===== config.mk =====
export PLATFORM = sky130hd
export DESIGN_NAME = if_prefetch_queue
export DESIGN_NICKNAME = d
export VERILOG_FILES = /design/src/rtl/pipe_pkg.sv /design/src/rtl/sync_fifo.sv /design/src/rtl/if_prefetch_queue.sv
export SDC_FILE = /design/constraint.sdc
export NUM_CORES = 1
export LEC_CHECK = 0
export CAP_MARGIN = 0
export CORE_UTILIZATION = 50
export CTS_CLUSTER_DIAMETER = 50
export DETAILED_ROUTE_END_ITERATION = 6
export PLACE_DENSITY = 0.72
export SYNTH_ARGS = -nofsm -noshare
export SYNTH_HDL_FRONTEND = slang
export SYNTH_SLANG_ARGS = --single-unit

===== constraint.sdc =====
create_clock -name clk -period 4 [get_ports clk]
set_input_delay 0.6 -clock clk [delete_from_list [all_inputs] [get_ports clk]]
set_output_delay 0.6 -clock clk [all_outputs]
set_load 0.03 [all_outputs]

===== src/rtl/pipe_pkg.sv =====
// Shared fetch-pipeline definitions: default widths, PC step,
// NOP encoding and the prefetch FSM state encoding.
package pipe_pkg;
   localparam int ADDR_W_DEF  = 32;
   localparam int DATA_W_DEF  = 32;
   localparam int PC_STEP_DEF = 4;
   localparam logic [31:0] NOP = 32'h0;

   typedef enum logic [1:0] {
      BOOT  = 2'd0,
      RUN   = 2'd1,
      FLUSH = 2'd2
   } fetch_state_e;

   function automatic int cnt_w(input int depth);
      return $clog2(depth + 1);
   endfunction
endpackage


===== src/rtl/sync_fifo.sv =====
// Generic synchronous FIFO with push/pop/clear and occupancy count.
// Clear keeps the head slot so the read data holds its last value.
module sync_fifo
   import pipe_pkg::*;
#(
   parameter int W     = 64,
   parameter int DEPTH = 4,
   localparam int CW   = cnt_w(DEPTH),
   localparam int AW   = (DEPTH > 1) ? $clog2(DEPTH) : 1
) (
   input  logic          clk,
   input  logic          rst_n,
   input  logic          push_i,
   input  logic [W-1:0]  data_i,
   input  logic          pop_i,
   input  logic          clear_i,
   output logic [W-1:0]  data_o,
   output logic [CW-1:0] count_o,
   output logic          full_o,
   output logic          empty_o
);
   logic [W-1:0]  mem_q [DEPTH];
   logic [AW-1:0] wr_q, rd_q;
   logic [CW-1:0] count_q;

   always_ff @(posedge clk) begin
      if (!rst_n) begin
         for (int i = 0; i < DEPTH; i++) mem_q[i] <= '0;
         wr_q    <= '0;
         rd_q    <= '0;
         count_q <= '0;
      end else if (clear_i) begin
         wr_q    <= rd_q;
         count_q <= '0;
      end else begin
         if (push_i) begin
            mem_q[wr_q] <= data_i;
            wr_q        <= wr_q + AW'(1);
         end
         if (pop_i) rd_q <= rd_q + AW'(1);
         count_q <= count_q + CW'(push_i) - CW'(pop_i);
      end
   end

   assign data_o  = mem_q[rd_q];
   assign count_o = count_q;
   assign full_o  = (count_q == CW'(DEPTH));
   assign empty_o = (count_q == '0);
endmodule


===== src/rtl/if_prefetch_queue.sv =====
// Instruction prefetch queue: credit-limited fetch, in-order responses,
// redirect flush with discard of responses still in flight.
module if_prefetch_queue
   import pipe_pkg::*;
#(
   parameter int ADDR_W                = ADDR_W_DEF,
   parameter int DATA_W                = DATA_W_DEF,
   parameter int DEPTH                 = 4,
   parameter logic [ADDR_W-1:0] RESET_PC = '0,
   parameter int PC_STEP               = PC_STEP_DEF
) (
   input  logic              clk,
   input  logic              rst_n,
   input  logic              redirect,
   input  logic [ADDR_W-1:0] redirect_pc,
   output logic              imem_req,
   output logic [ADDR_W-1:0] imem_addr,
   input  logic              imem_rvalid,
   input  logic [DATA_W-1:0] imem_rdata,
   output logic              id_valid,
   input  logic              id_ready,
   output logic [DATA_W-1:0] id_ir,
   output logic [ADDR_W-1:0] id_npc
);
   localparam int CW = cnt_w(DEPTH);
   localparam logic [CW:0] DEPTH_C = (CW+1)'(DEPTH);
   localparam logic [ADDR_W-1:0] STEP = ADDR_W'(PC_STEP);

   fetch_state_e      state_q, state_d;
   logic [ADDR_W-1:0] pc_q, pc_d, rpc_q, rpc_d;
   logic [CW-1:0]     infl_q, infl_d, disc_q, disc_d;

   logic [CW-1:0]     count;
   logic [CW:0]       occ;
   logic              push, pop, full, empty;
   logic [DATA_W+ADDR_W-1:0] head;

   always_comb begin
      occ      = {1'b0, count} + {1'b0, infl_q};
      imem_req = (state_q != BOOT) && !redirect && (occ < DEPTH_C);
      push     = 1'b0;
      pop      = id_valid && id_ready && !redirect;
      pc_d     = pc_q;
      rpc_d    = rpc_q;
      infl_d   = infl_q;
      disc_d   = disc_q;
      if (redirect) begin
         // Everything still outstanding belongs to the old path.
         disc_d = infl_q - CW'(imem_rvalid);
         infl_d = infl_q - CW'(imem_rvalid);
         pc_d   = redirect_pc;
         rpc_d  = redirect_pc;
      end else begin
         infl_d = infl_q + CW'(imem_req) - CW'(imem_rvalid);
         if (imem_req) pc_d = pc_q + STEP;
         if (imem_rvalid) begin
            if (disc_q != '0) begin
               disc_d = disc_q - CW'(1);
            end else begin
               push  = 1'b1;
               rpc_d = rpc_q + STEP;
            end
         end
      end
      state_d = state_q;
      if (state_q == BOOT)
         state_d = RUN;
      else if (redirect)
         state_d = (disc_d != '0) ? FLUSH : RUN;
      else if (state_q == FLUSH && disc_d == '0)
         state_d = RUN;
   end

   always_ff @(posedge clk) begin
      if (!rst_n) begin
         state_q <= BOOT;
         pc_q    <= RESET_PC;
         rpc_q   <= RESET_PC;
         infl_q  <= '0;
         disc_q  <= '0;
      end else begin
         state_q <= state_d;
         pc_q    <= pc_d;
         rpc_q   <= rpc_d;
         infl_q  <= infl_d;
         disc_q  <= disc_d;
      end
   end

   sync_fifo #(
      .W     (DATA_W + ADDR_W),
      .DEPTH (DEPTH)
   ) u_fifo (
      .clk     (clk),
      .rst_n   (rst_n),
      .push_i  (push),
      .data_i  ({imem_rdata, rpc_q + STEP}),
      .pop_i   (pop),
      .clear_i (redirect),
      .data_o  (head),
      .count_o (count),
      .full_o  (full),
      .empty_o (empty)
   );

   assign imem_addr = pc_q;
   assign id_valid  = !empty;
   assign id_ir     = head[ADDR_W +: DATA_W];
   assign id_npc    = head[ADDR_W-1:0];

   always_ff @(posedge clk) begin
      if (rst_n) begin
         assert (occ <= DEPTH_C);
         assert (!(push && full));
      end
   end
endmodule

==> results of run 1 <==
-- routing by layer --
layer	track usage [%]	vias to the layer above	wire length, µm
met3	3.144	66	2558
met1	31.91	5098	15080
met2	38.12	451	16870
met4	7.507	0	950
li1	-	4841	-
met5	0	-	0
-- worst max-delay path, delay by kind of cell (launching register included) --
kind | cells | cell delay [ns]
multiplexers | 1 | 0.55
flip-flops | 1 | 0.63
buffers and inverters | 2 | 0.99
-- state kept, by name, summed over array words and instances, names as in the netlist, named ones only --
signal          cells
rpc_q              32
u_fifo.mem_q      256
disc_q              3
u_fifo.count_o      3
u_fifo.rd_q         2
u_fifo.wr_q         2
state_q             2
imem_addr          32
infl_q              3
-- cell usage in the layout, fill, tap and decap left out, types with 10 or more instances in the layout --
| cell type | instances |
|---|---|
| dfxtp_1 | 79 |
| nand4_1 | 22 |
| mux4_2 | 64 |
| clkdlybuf4s50_1 | 165 |
| clkbuf_16 | 38 |
| nand2_1 | 93 |
| a31oi_1 | 13 |
| a21oi_1 | 51 |
| nor3_1 | 23 |
| nor2_1 | 222 |
| clkbuf_1 | 10 |
| buf_4 | 18 |
| and2_1 | 38 |
| nand3_1 | 24 |
| inv_1 | 54 |
| o21ai_0 | 42 |
| xor2_1 | 20 |
| xnor2_1 | 49 |
| and3_1 | 17 |
| ha_1 | 12 |
| or3_1 | 10 |
| edfxtp_1 | 256 |
| nor4_1 | 18 |
-- final timing paths --
check	endpoint	slack [ns]	cells after the start
max	id_npc[13]	0.69	3
min	rpc_q[1]	0.46	2
max reg2reg	u_fifo.mem_q[2][30]	1.15	6
min reg2reg	rpc_q[1]	0.46	2
-- through the flow --
stage | power [mW] | hold WS, ns | setup slack (ns) | area (µm²)
5_1_grt | 8.665 | 0.4973 | 0.5544 | 18490
3_5_place_dp | 5.207 | 0.4554 | 0.7108 | 17340
2_1_floorplan | 4.780 | 0.4363 | 0.3215 | 15230
6_report | 8.381 | 0.4607 | 0.6928 | 18490
3_3_place_gp | 5.183 | 0.4489 | 0.7483 | 17340
4_1_cts | 8.432 | 0.4663 | 0.6166 | 18490
-- kinds of logic after synthesis --
family | Yosys count | share of synthesized area (%)
XOR/XNOR | 69 | 3.967
buffers and inverters | 137 | 3.556
AO/OA/AOI/OAI | 141 | 5.412
AND/OR/NAND/NOR | 495 | 14.91
multiplexers | 69 | 9.806
flip-flops | 337 | 61.10
adder cells (fa/ha/maj) | 14 | 1.248
-- final cells by class --
cell class | count | area (µm²)
clock buffer | 50 | 1016
clock inverter | 11 | 125.1
fill | 2345 | 11310
inverter | 57 | 214.0
multi-input combinational | 788 | 5401
sequential | 337 | 9314
tap | 390 | 488.0
timing repair buffer | 190 | 1927
-- power groups by stage --
stage	sequential [mW]	combinational, mW	clock (mW)
final	4.09	1.05	3.24
after global routing	4.11	1.13	3.42
after CTS	4.09	1.05	3.29
after detailed placement	4.16	1.05	0
after global placement	4.15	1.04	0
after floorplan	4.16	0.620	0
==> out/metrics.yaml, run 1 <==
drt:
  drc: 0
  wl_per_cell_um: 19.45
  ant_nets: 0
  vias: 10460
  viasPerCell: 5.736
  drt_iter0_drc: 779
  drt_first_pass_iters: 4
  totalWireLength_um: 35460
sta:
  setup_violations: 0
  hold_viol: 0
  clock_skew_ns: 0.01457
  final.period_utilization_pct: 82.68
  tns_ns: 0
  period_needed_ns: 3.307
  relSlewSlack_pct: 37.68
  rsz0062_at_grt: "no"
  worst_slew_pin_slew_ns: 0.9262
  finalMaxSlewViolations: 0
  fmax_mhz: 302.4
synthesis:
  synth.most_common_cell: "edfxtp_1"
  yosys-top-cells-count: "edfxtp_1 (256), nor2_1 (223), nand2_1 (97)"
  avgSynthCellArea_um2: 12.07
  synth_top_area_share_pct: 50.46
  seq_area_frac_synth_pct: 61.10
  ys.flop_type: "edfxtp_1"
  async_flop_share_pct: 0
  yosys.area.top_type: "edfxtp_1"
  yosys_register_bits: 337
  yosysWarnings: 0
  synth_edf_count: 256
  synthesis.nets: 1345
  netlist_top_cells_area: "edfxtp_1 (50%), dfxtp_1 (11%), mux4_2 (9.5%)"
  netlist_area_mm2: 0.01523
  syn_inst: 1262
  synth_cell_types: 54
cells_and_area:
  diodes: 0
  final_cells: 1823
  fin_util_pct: 62.04
  areaGrowthSynthToFinish_pct: 21.34
  nets: 1494
  drive_above_1_share_pct: 10.54
clock_tree:
  cts_tree: "yes"
  path_clk_slew_ns: 0.06
  clkSinkCount: 337
  cts_hold_buffers: 0
  clock_tree.htree_level_count: 2
  clk_path_buf_depth: 3
  clk_latency_ns: 0.52
  post_cts_resized: 0
  cts-root-buf: "clkbuf_16"
  postCtsSetupBuffers: 0
  numCtsBuffers: 37
die:
  rows: 63
  dieHeight_um: 176.6
  dieArea_mm2: 0.03117
  start_util_pct: 51.13
  die_w_um: 176.6
  io_pins: 167
  core_mm2: 0.02980
power_and_ir_drop:
  power.clock.fraction_pct: 38.7
  switchingPower_mw: 2.079
  leakagePower_nw: 6.529
  pwr-share-comb_pct: 12.5
  power_frac_seq_pct: 48.8
  powerDensity_mw_per_mm2: 453.4
  cellInternalPower_mw: 6.302
  ir_drop_mv: 0.2778
  switching_share_pct: 24.80
global_routing:
  grt_antenna_before_repair: 0
  grt_start_max_net_pins: 76
  grtUsageTotal_pct: 23.18
  first_global_vias: 10440
  grt_pass1_wl_um: 55730
  grt_overflow: 0
job:
  drv_cap: 0
setup_path:
  max_stage_delay_ns: 0.65
  crit_path_top_delay_cell: "clkdlybuf4s50_1"
  r2r_start: "rpc_q[2]"
  critPathMaxFanout: 34
  endpoint_kind: "output pin"
  required_ns: 3.40
  worst-setup-path-type: "reg -> out"
  arrival_ns: 2.71
  worstPathCellList: "buf_12, mux4_2, clkdlybuf4s50_1"
  cp-start-kind: "flip-flop"
placement:
  placed_cells: 1762
  gp_congestion: 0.9114
  place_hpwl_um: 21850
  portBuffers: 166
min_path:
  min_path_type: "reg -> reg"
  worstHoldStart: "rpc_q[1]"
run_status:
  status: "completed"
(Power assumes the default switching activity.)
==> inputs of run 2 (changes only) <==
Clock period 4 ns to 3.1 ns, I/O delays scaled along.
==> out/metrics.yaml, run 2 (same netlist as run 1, synthesis figures left out) <==
cells_and_area:
  fin_util_pct: 62.75
  most-common-layout-cells: "edfxtp_1 (256), nor2_1 (222), clkdlybuf4s50_1 (165)"
  largest_reg_flops: 256
  final_cells: 1852
  drive_above_1_share_pct: 11.83
  areaGrowthSynthToFinish_pct: 22.73
  top_register: "u_fifo.mem_q"
  diodes: 0
  nets: 1516
  final_common_cell: "edfxtp_1"
min_path:
  min_path_type: "reg -> reg"
  worstHoldStart: "imem_addr[0]"
  worstHoldEndpoint: "imem_addr[0]"
  worstHoldPathCells: 2
sta:
  rsz0062_at_grt: "no"
  tns_ns: 0
  relSlewSlack_pct: 53.36
  setup_violations: 0
  finalMaxSlewViolations: 0
  worst_slew_pin_slew_ns: 0.6922
  fin_ws_ns: 0.1055
  hold_viol: 0
  clock_skew_ns: 0.01754
  fmax_mhz: 334.0
  final.period_utilization_pct: 96.60
  period_needed_ns: 2.994
  whs_ns: 0.4556
placement:
  gp_congestion: 0.8668
  portBuffers: 166
  placed_cells: 1775
  place_hpwl_um: 22600
  dp_slack_ns: 0.2003
clock_tree:
  clk_latency_ns: 0.52
  cts-root-buf: "clkbuf_16"
  numCtsBuffers: 38
  clock_tree.htree_level_count: 2
  path_clk_slew_ns: 0.06
  cts_tree: "yes"
  clkSinkCount: 337
  clk_path_buf_depth: 3
global_routing:
  grt_pass1_wl_um: 56930
  grt_antenna_before_repair: 0
  use_met1_pct: 32.24
  use_met2_pct: 38.99
  first_global_vias: 10530
  use_met3_pct: 4.307
  grt_start_max_net_pins: 73
  grt_busiest_layer: "met2"
  grt_overflow: 0
  grtUsageTotal_pct: 23.50
drt:
  wl_per_cell_um: 19.41
  drc: 0
  viasPerCell: 5.706
  vias: 10570
  drt_iter0_drc: 813
  drt_first_pass_iters: 5
  totalWireLength_um: 35950
  ant_nets: 0
power_and_ir_drop:
  ir_drop_mv: 0.3336
  power.clock.fraction_pct: 38.2
  powerDensity_mw_per_mm2: 576.2
  power_frac_seq_pct: 48.9
  switchingPower_mw: 2.760
  leakagePower_nw: 6.658
  pwr-share-comb_pct: 12.8
  switching_share_pct: 25.62
  cellInternalPower_mw: 8.013
setup_path:
  required_ns: 2.63
  crit_path_top_delay_cell: "or4_1"
  worst-setup-path-type: "reg -> out"
  max_stage_delay_ns: 0.45
  critPathMaxFanout: 17
  r2r_cells: 6
  cp-start-kind: "flip-flop"
  r2r_start: "rpc_q[3]"
  cpMostUsedCell: "buf_4"
  rrSetupSlack_ns: 0.53
  worstPathCellList: "ha_1, or4_1, or3_1, inv_2, buf_4, buf_4"
  arrival_ns: 2.53
  r2r-end: "u_fifo.mem_q[0][24]"
  endpoint_kind: "output pin"
job:
  drv_cap: 0
die:
  core_mm2: 0.02980
  start_util_pct: 51.13
  dieArea_mm2: 0.03117
  io_pins: 167
  die_w_um: 176.6
  dieHeight_um: 176.6
  rows: 63
run_status:
  status: "completed"
[run 2: per-stage QoR]
| step | cell area [µm²] | total power, mW |
|---|---|---|
| 3_3_place_gp | 17490 | 6.710 |
| 5_1_grt | 18700 | 11.14 |
| 6_report | 18700 | 10.77 |
| 2_1_floorplan | 15240 | 6.164 |
| 4_1_cts | 18640 | 10.84 |
| 3_5_place_dp | 17490 | 6.737 |
[run 2: power by group through the flow]
stage | Sequential, mW | Combinational (mW) | Clock [mW]
floorplan | 5.36 | 0.801 | 0
global placement | 5.35 | 1.36 | 0
detailed placement | 5.36 | 1.37 | 0
CTS | 5.27 | 1.38 | 4.19
global route | 5.30 | 1.49 | 4.34
finish | 5.27 | 1.38 | 4.12
[run 2: per-layer routing]
metal,part of all wire (%),up-vias
met5,0,-
met4,1.5,0
met3,7.7,55
met2,48,452
met1,43,5160
li1,-,4901
[run 2: worst max-delay path by stage]
stage / end / depth (start not counted) / slack (ns) / start
2_1_floorplan: u_fifo.mem_q[3][0] / 7 / 0.11 / disc_q[0]
3_3_place_gp: infl_q[1] / 8 / 0.23 / redirect
3_5_place_dp: infl_q[1] / 8 / 0.20 / redirect
4_1_cts: id_npc[5] / 3 / 0.01 / flip-flop
5_1_grt: imem_req / 6 / 0.004 / u_fifo.count_o[2]
6_report: imem_req / 6 / 0.11 / u_fifo.count_o[2]
[run 2: timing repair]
action | 4_1_cts | 5_1_grt
buffers inserted | 0 | 8
hold buffers | 0 | 0
resized for setup | 0 | 0
endpoints found under the setup margin | 0 | 23
[run 2: area by class of cell]
type / instances / area, µm²
fill: 2308 / 11100
sequential: 337 / 9314
multi-input combinational: 788 / 5401
timing repair buffer: 211 / 2135
clock buffer: 48 / 1010
tap: 390 / 488.0
inverter: 57 / 214.0
clock inverter: 21 / 135.1
[run 2: worst max-delay path: cells and delay by family (launching register included)]
kind	cells	cell delay, ns
buffers and inverters	3	0.50
adder cells (fa/ha/maj)	1	0.26
flip-flops	1	0.41
AND/OR/NAND/NOR	2	0.84
==> RTL edit 1 (settings of run 1) <==
The package constant `DATA_W_DEF` goes from 32 to 64.
--- a/src/rtl/pipe_pkg.sv
+++ b/src/rtl/pipe_pkg.sv
@@ -2,7 +2,7 @@
 // NOP encoding and the prefetch FSM state encoding.
 package pipe_pkg;
    localparam int ADDR_W_DEF  = 32;
-   localparam int DATA_W_DEF  = 32;
+   localparam int DATA_W_DEF  = 64;
    localparam int PC_STEP_DEF = 4;
    localparam logic [31:0] NOP = 32'h0;
 
Interface: changed (resized id_ir and imem_rdata); port bits go from 167 to 231. The function was not compared with the original's and may differ.
==> RTL edit 1 against run 1 <==
  * The flow now finishes with violations (design-rule violations)
  * Setup slack got worse by 0.21 ns
  * Synthesized area increased by 35%
  * Sequential power is 37% higher
  * Final area is 36% higher
  * Power grew 33%
  * Wire length grew 39%
  * Hold slack better by 0.0013 ns
  * Sequential cell count is 128 higher
  * Highest routed layer unchanged
==> RTL edit 1: results (changes against run 1) <==
metric,value,unit,change
status,"finished, violations left",,was completed
violations,design-rule violations,,
gp_congestion,0.8439,,was 0.9114
top_layer,met4,,unchanged
synth_area_leaders,"edfxtp_1 56%, mux4_2 11%, dfxtp_1 7.9%",,"was edfxtp_1 50%, dfxtp_1 11%, mux4_2 9.5%"
p_leak,8.879,nW,was 6.529 nW
drt_iter0_drc,1155,,was 779
largest_reg_flops,384,,was 256
hold_depth,2,,unchanged
place.port_buffers,230,,was 166
wl_met3,3221,um,was 2558 um
grt_max_degree,70,,was 76
yosysUniqueCellTypes,57,,was 54
cts_root_buffer,clkbuf_16,,unchanged
rrSetupSlack,1.23,ns,was 1.15 ns
synth_edf_count,384,,was 256
async_flop_share,0,,unchanged
reg2reg_from,disc_q[0],,was rpc_q[2]
clk_pin_slew,0.06,ns,about the same
clock_skew,0.01538,ns,was 0.01457 ns
drive_above_1_share,0.1209,,was 0.1054
cts-resized-gates,0,,unchanged
htreeDepth,2,,unchanged
post_cts_buffers,0,,unchanged
yosysSeqAreaShare,0.6407,,was 0.6110
syn_nets,1732,,was 1345
grt_usage,0.2373,,was 0.2318
m1WireLength,20960,um,was 15080 um
top_register,u_fifo.mem_q,,unchanged
synthFlopType,edfxtp_1,,unchanged
dr_wl_met2,24130,um,was 16870 um
numCtsBuffers,49,,was 37
cp_max_fo,45,,was 34
rr_endpoint,u_fifo.mem_q[0][52],,was u_fifo.mem_q[2][30]
min_from,imem_addr[1],,was rpc_q[1]
hold_end,imem_addr[1],,was rpc_q[1]
yosys_warnings,0,,unchanged
wl,49410,um,was 35460 um
place_ws,0.6567,ns,was 0.7108 ns
clock_latency,0.59,ns,was 0.52 ns
ys_top_cells_by_count,"384 x edfxtp_1, 347 x nor2_1, 139 x nand2_1",,"was 256 x edfxtp_1, 223 x nor2_1, 97 x nand2_1"
drc_errors,4,,was 0
vias_per_cell,5.684,,was 5.736
grt_pass1_wl,75710,um,was 55730 um
nFillCells,3028,,was 2345
dp_hpwl,30910,um,was 21850 um
cts_max_path_buffers,3,,unchanged
worst_hold_path_type,reg2reg,,unchanged
peakVddDrop,276.2,uV,was 277.8 uV
num-nets-final,1946,,was 1494
tightest_slew,1.032,ns,was 0.9262 ns
firstDrtPassIters,7,,was 4
crit_arrival,2.91,ns,was 2.71 ns
grt_antenna_before_repair,1,,was 0
ff2ff_path_depth,8,,was 6
RTL edit 1: cell count changes after synthesis, sizes merged, moves of 30 or more:
| cell | change |
|---|---|
| edfxtp | +128 |
| mux4 | +32 |
| nand2 | +42 |
| and2 | -32 |
| inv | +30 |
| nor2 | +124 |
RTL edit 1: cell families after synthesis:
logic type | after synthesis | share of synthesized area
compound gates | 139 | 0.03907
xor+xnor | 65 | 0.02773
buf+inv | 196 | 0.03931
fa+ha+maj | 14 | 0.009265
simple gates | 635 | 0.1348
flops | 465 | 0.6407
mux | 103 | 0.1090
RTL edit 1: metrics by stage:
step,util,cell area (um2),hold WS [ns],cells
2_1_floorplan,-,20530,0.4451,1617
3_3_place_gp,0.5880,23580,0.4497,2305
3_5_place_dp,0.5880,23580,0.4556,2305
4_1_cts,0.6257,25090,0.4668,2394
5_1_grt,0.6258,25090,0.4944,2395
6_report,0.6258,25090,0.4621,2395
RTL edit 1: area by class of cell:
class	count	share of cell area
Clock inverter	21	0.007679
Inverter	87	0.01301
Clock buffer	68	0.05251
Timing Repair Buffer	272	0.1122
Antenna cell	1	0.00009973
Tap cell	525	0.02618
Multi-Input combinational cell	956	0.2638
Sequential cell	465	0.5245
RTL edit 1: worst max-delay path, stage by stage (launching register included):
cell             delay (ns)
dfxtp_4                0.62
buf_12                 0.41
mux4_2                 0.60
clkdlybuf4s50_1        0.65
RTL edit 1: metal layers:
layer  track usage  vias up
met5             0        -
met4       0.07489        0
met3       0.03404       64
met2        0.3932      508
met1        0.3239     6794
li1              -     6246
RTL edit 1: power breakdown:
part           internal (mW)  switching [mW]  total, mW
registers               5.48           0.138       5.61
clock network           2.45            1.84       4.29
logic                  0.520           0.761       1.28
RTL edit 1: worst max-delay path by stage:
stage	start	to	slack (ns)	cells after the start
final	register	id_npc[30]	0.49	3
after CTS	register	id_npc[30]	0.41	3
after global placement	imem_rvalid	u_fifo.mem_q[0][95]	0.74	7
after floorplan	disc_q[0]	u_fifo.mem_q[3][0]	0.08	8
after detailed placement	imem_rvalid	u_fifo.mem_q[0][52]	0.66	7
after global routing	register	id_npc[30]	0.33	3
==> RTL edit 2 (config.mk and constraints of run 1) <==
Made on the original files. The 3 states of `fetch_state_e` get a one-hot encoding in 3 bits.
--- a/src/rtl/pipe_pkg.sv
+++ b/src/rtl/pipe_pkg.sv
@@ -6,10 +6,10 @@
    localparam int PC_STEP_DEF = 4;
    localparam logic [31:0] NOP = 32'h0;
 
-   typedef enum logic [1:0] {
-      BOOT  = 2'd0,
-      RUN   = 2'd1,
-      FLUSH = 2'd2
+   typedef enum logic [2:0] {
+      BOOT  = 3'b001,
+      RUN   = 3'b010,
+      FLUSH = 3'b100
    } fetch_state_e;
 
    function automatic int cnt_w(input int depth);
Function: no difference found for any inputs over 4 cycles, from zero or initial values and one cycle with rst_n low; so few cycles prove little.
==> RTL edit 2 against run 1 <==
  * Synthesized area up 5.3%
  * Power up 4.2%
  * Clock power up 9.6%
  * Wire length up 9.2%
  * Highest routed layer unchanged
  * First-iteration DRC count up 5.5%
  * Setup slack worse by 0.26 ns
  * Register-to-register slack better by 0.15 ns
  * Sequential cell count up 1
  * Non-clock buffer count up 1
  * Critical path type unchanged
  * Final area up 4.6%
==> RTL edit 2: results (changes against run 1) <==
metric,value,unit,change
status,completed,,unchanged
num-nets-final,1563,,was 1494
wl_per_cell,20.28,um,was 19.45 um
place.port_buffers,166,,unchanged
peakVddDrop,268.2,uV,was 277.8 uV
cts-resized-gates,0,,unchanged
p_seq,4.10,mW,was 4.09 mW
drive_above_1_share,0.1160,,was 0.1054
power_density,451.5,nW/um2,was 453.4 nW/um2
clock_skew,0.02141,ns,was 0.01457 ns
worst_hold_path_type,reg2reg,,unchanged
finalCritPeriodShare,0.8927,,was 0.8268
slowest_delay,0.71,ns,was 0.65 ns
firstDrtPassIters,5,,was 4
post_cts_buffers,0,,unchanged
cts_root_buffer,clkbuf_16,,unchanged
p_int,6.515,mW,was 6.302 mW
syn_nets,1433,,was 1345
yosysSeqAreaShare,0.5817,,was 0.6110
postSynthAreaPerCell,11.88,um2,was 12.07 um2
yosysUniqueCellTypes,64,,was 54
tightest_slew,0.8342,ns,was 0.9262 ns
stdcell_count,1910,,was 1823
grt_max_degree,65,,was 76
dpl_cell_area,18040,um2,was 17340 um2
numCtsBuffers,39,,was 37
pwr-share-comb,0.123,,was 0.125
rrSetupSlack,1.30,ns,was 1.15 ns
place_ws,1.005,ns,was 0.7108 ns
clk_pin_slew,0.06,ns,about the same
grt_pass1_vias,11290,,was 10440
cp-endpoint,imem_req,,was id_npc[13]
required,3.40,ns,about the same
dp_cells,1841,,was 1762
setup_viol,0,,unchanged
clock_latency,0.53,ns,
cp_max_fo,39,,was 34
grt_pass1_wl,61270,um,was 55730 um
rr_endpoint,rpc_q[28],,was u_fifo.mem_q[2][30]
cts_max_path_buffers,3,,unchanged
drt_iter0_drc,822,,was 779
grt_usage,0.2373,,was 0.2318
largest_reg_flops,256,,unchanged
synth_area_leaders,"edfxtp_1 48%, dfxtp_1 10%, mux4_2 9.0%",,"was edfxtp_1 50%, dfxtp_1 11%, mux4_2 9.5%"
yosys_warnings,0,,unchanged
ff2ff_path_depth,5,,was 6
synth_edf_count,256,,unchanged
dp_hpwl,24590,um,was 21850 um
slowest_stage,clkdlybuf4s50_1,,unchanged
cp_top_family,simple AND/OR/NAND/NOR gates,,was buffers and inverters
vias_per_cell,6.066,,was 5.736
die-area,32800,um2,was 31170 um2
top_register,u_fifo.mem_q,,unchanged
p_leak,6.656,nW,was 6.529 nW
reg2reg_from,rpc_q[2],,unchanged
gp_congestion,0.8909,,was 0.9114
ys_top_cells_by_count,"256 x edfxtp_1, 154 x nor2_1, 100 x nand2_1",,"was 256 x edfxtp_1, 223 x nor2_1, 97 x nand2_1"
RTL edit 2: cell count changes after synthesis, moves of 7 or more:
| cell | change |
|---|---|
| nor2_1 | -69 |
| a31oi_1 | +9 |
| xnor2_1 | -23 |
| xor2_1 | -12 |
| a211oi_1 | +20 |
| clkbuf_1 | +10 |
| a21oi_1 | +31 |
| nand3_1 | +14 |
| o31ai_1 | +26 |
| buf_1 | -7 |
| or4_1 | +24 |
| buf_2 | +18 |
| and2_1 | +8 |
RTL edit 2: cell families after synthesis:
| kind of cell | synth area share |
|---|---|
| DFF | 0.5817 |
| xor gates and xnor gates | 0.01857 |
| adders and majority gates | 0.01186 |
| buffers and inverters | 0.03909 |
| muxes | 0.09549 |
| and+or+nand+nor | 0.1659 |
| AOI/OAI and AO/OA | 0.08738 |
RTL edit 2: metal layers:
layer,vias to the layer above,GRT usage,routed length [um]
met4,0,0.06847,893
met2,512,0.3865,18460
met3,65,0.03870,2920
li1,5354,-,-
met5,-,0,0
met1,5655,0.3290,16460
RTL edit 2: worst min path at each step:
stage,startpoint,endpoint,slack [ns],cells after the start
6_report,imem_addr[1],imem_addr[1],0.46,2
5_1_grt,imem_addr[1],imem_addr[1],0.50,2
3_3_place_gp,imem_addr[1],imem_addr[1],0.45,2
2_1_floorplan,rpc_q[0],rpc_q[0],0.46,2
4_1_cts,imem_addr[1],imem_addr[1],0.47,2
3_5_place_dp,imem_addr[1],imem_addr[1],0.46,2
RTL edit 2: final cells by class:
class                      instances  area [um2]
clock inverter                    21       216.5
tap                              402       503.0
inverter                          50       187.7
fill                            2456       12220
clock buffer                      48        1074
sequential                       338        9334
multi-input combinational        860        6100
timing repair buffer             191        1919
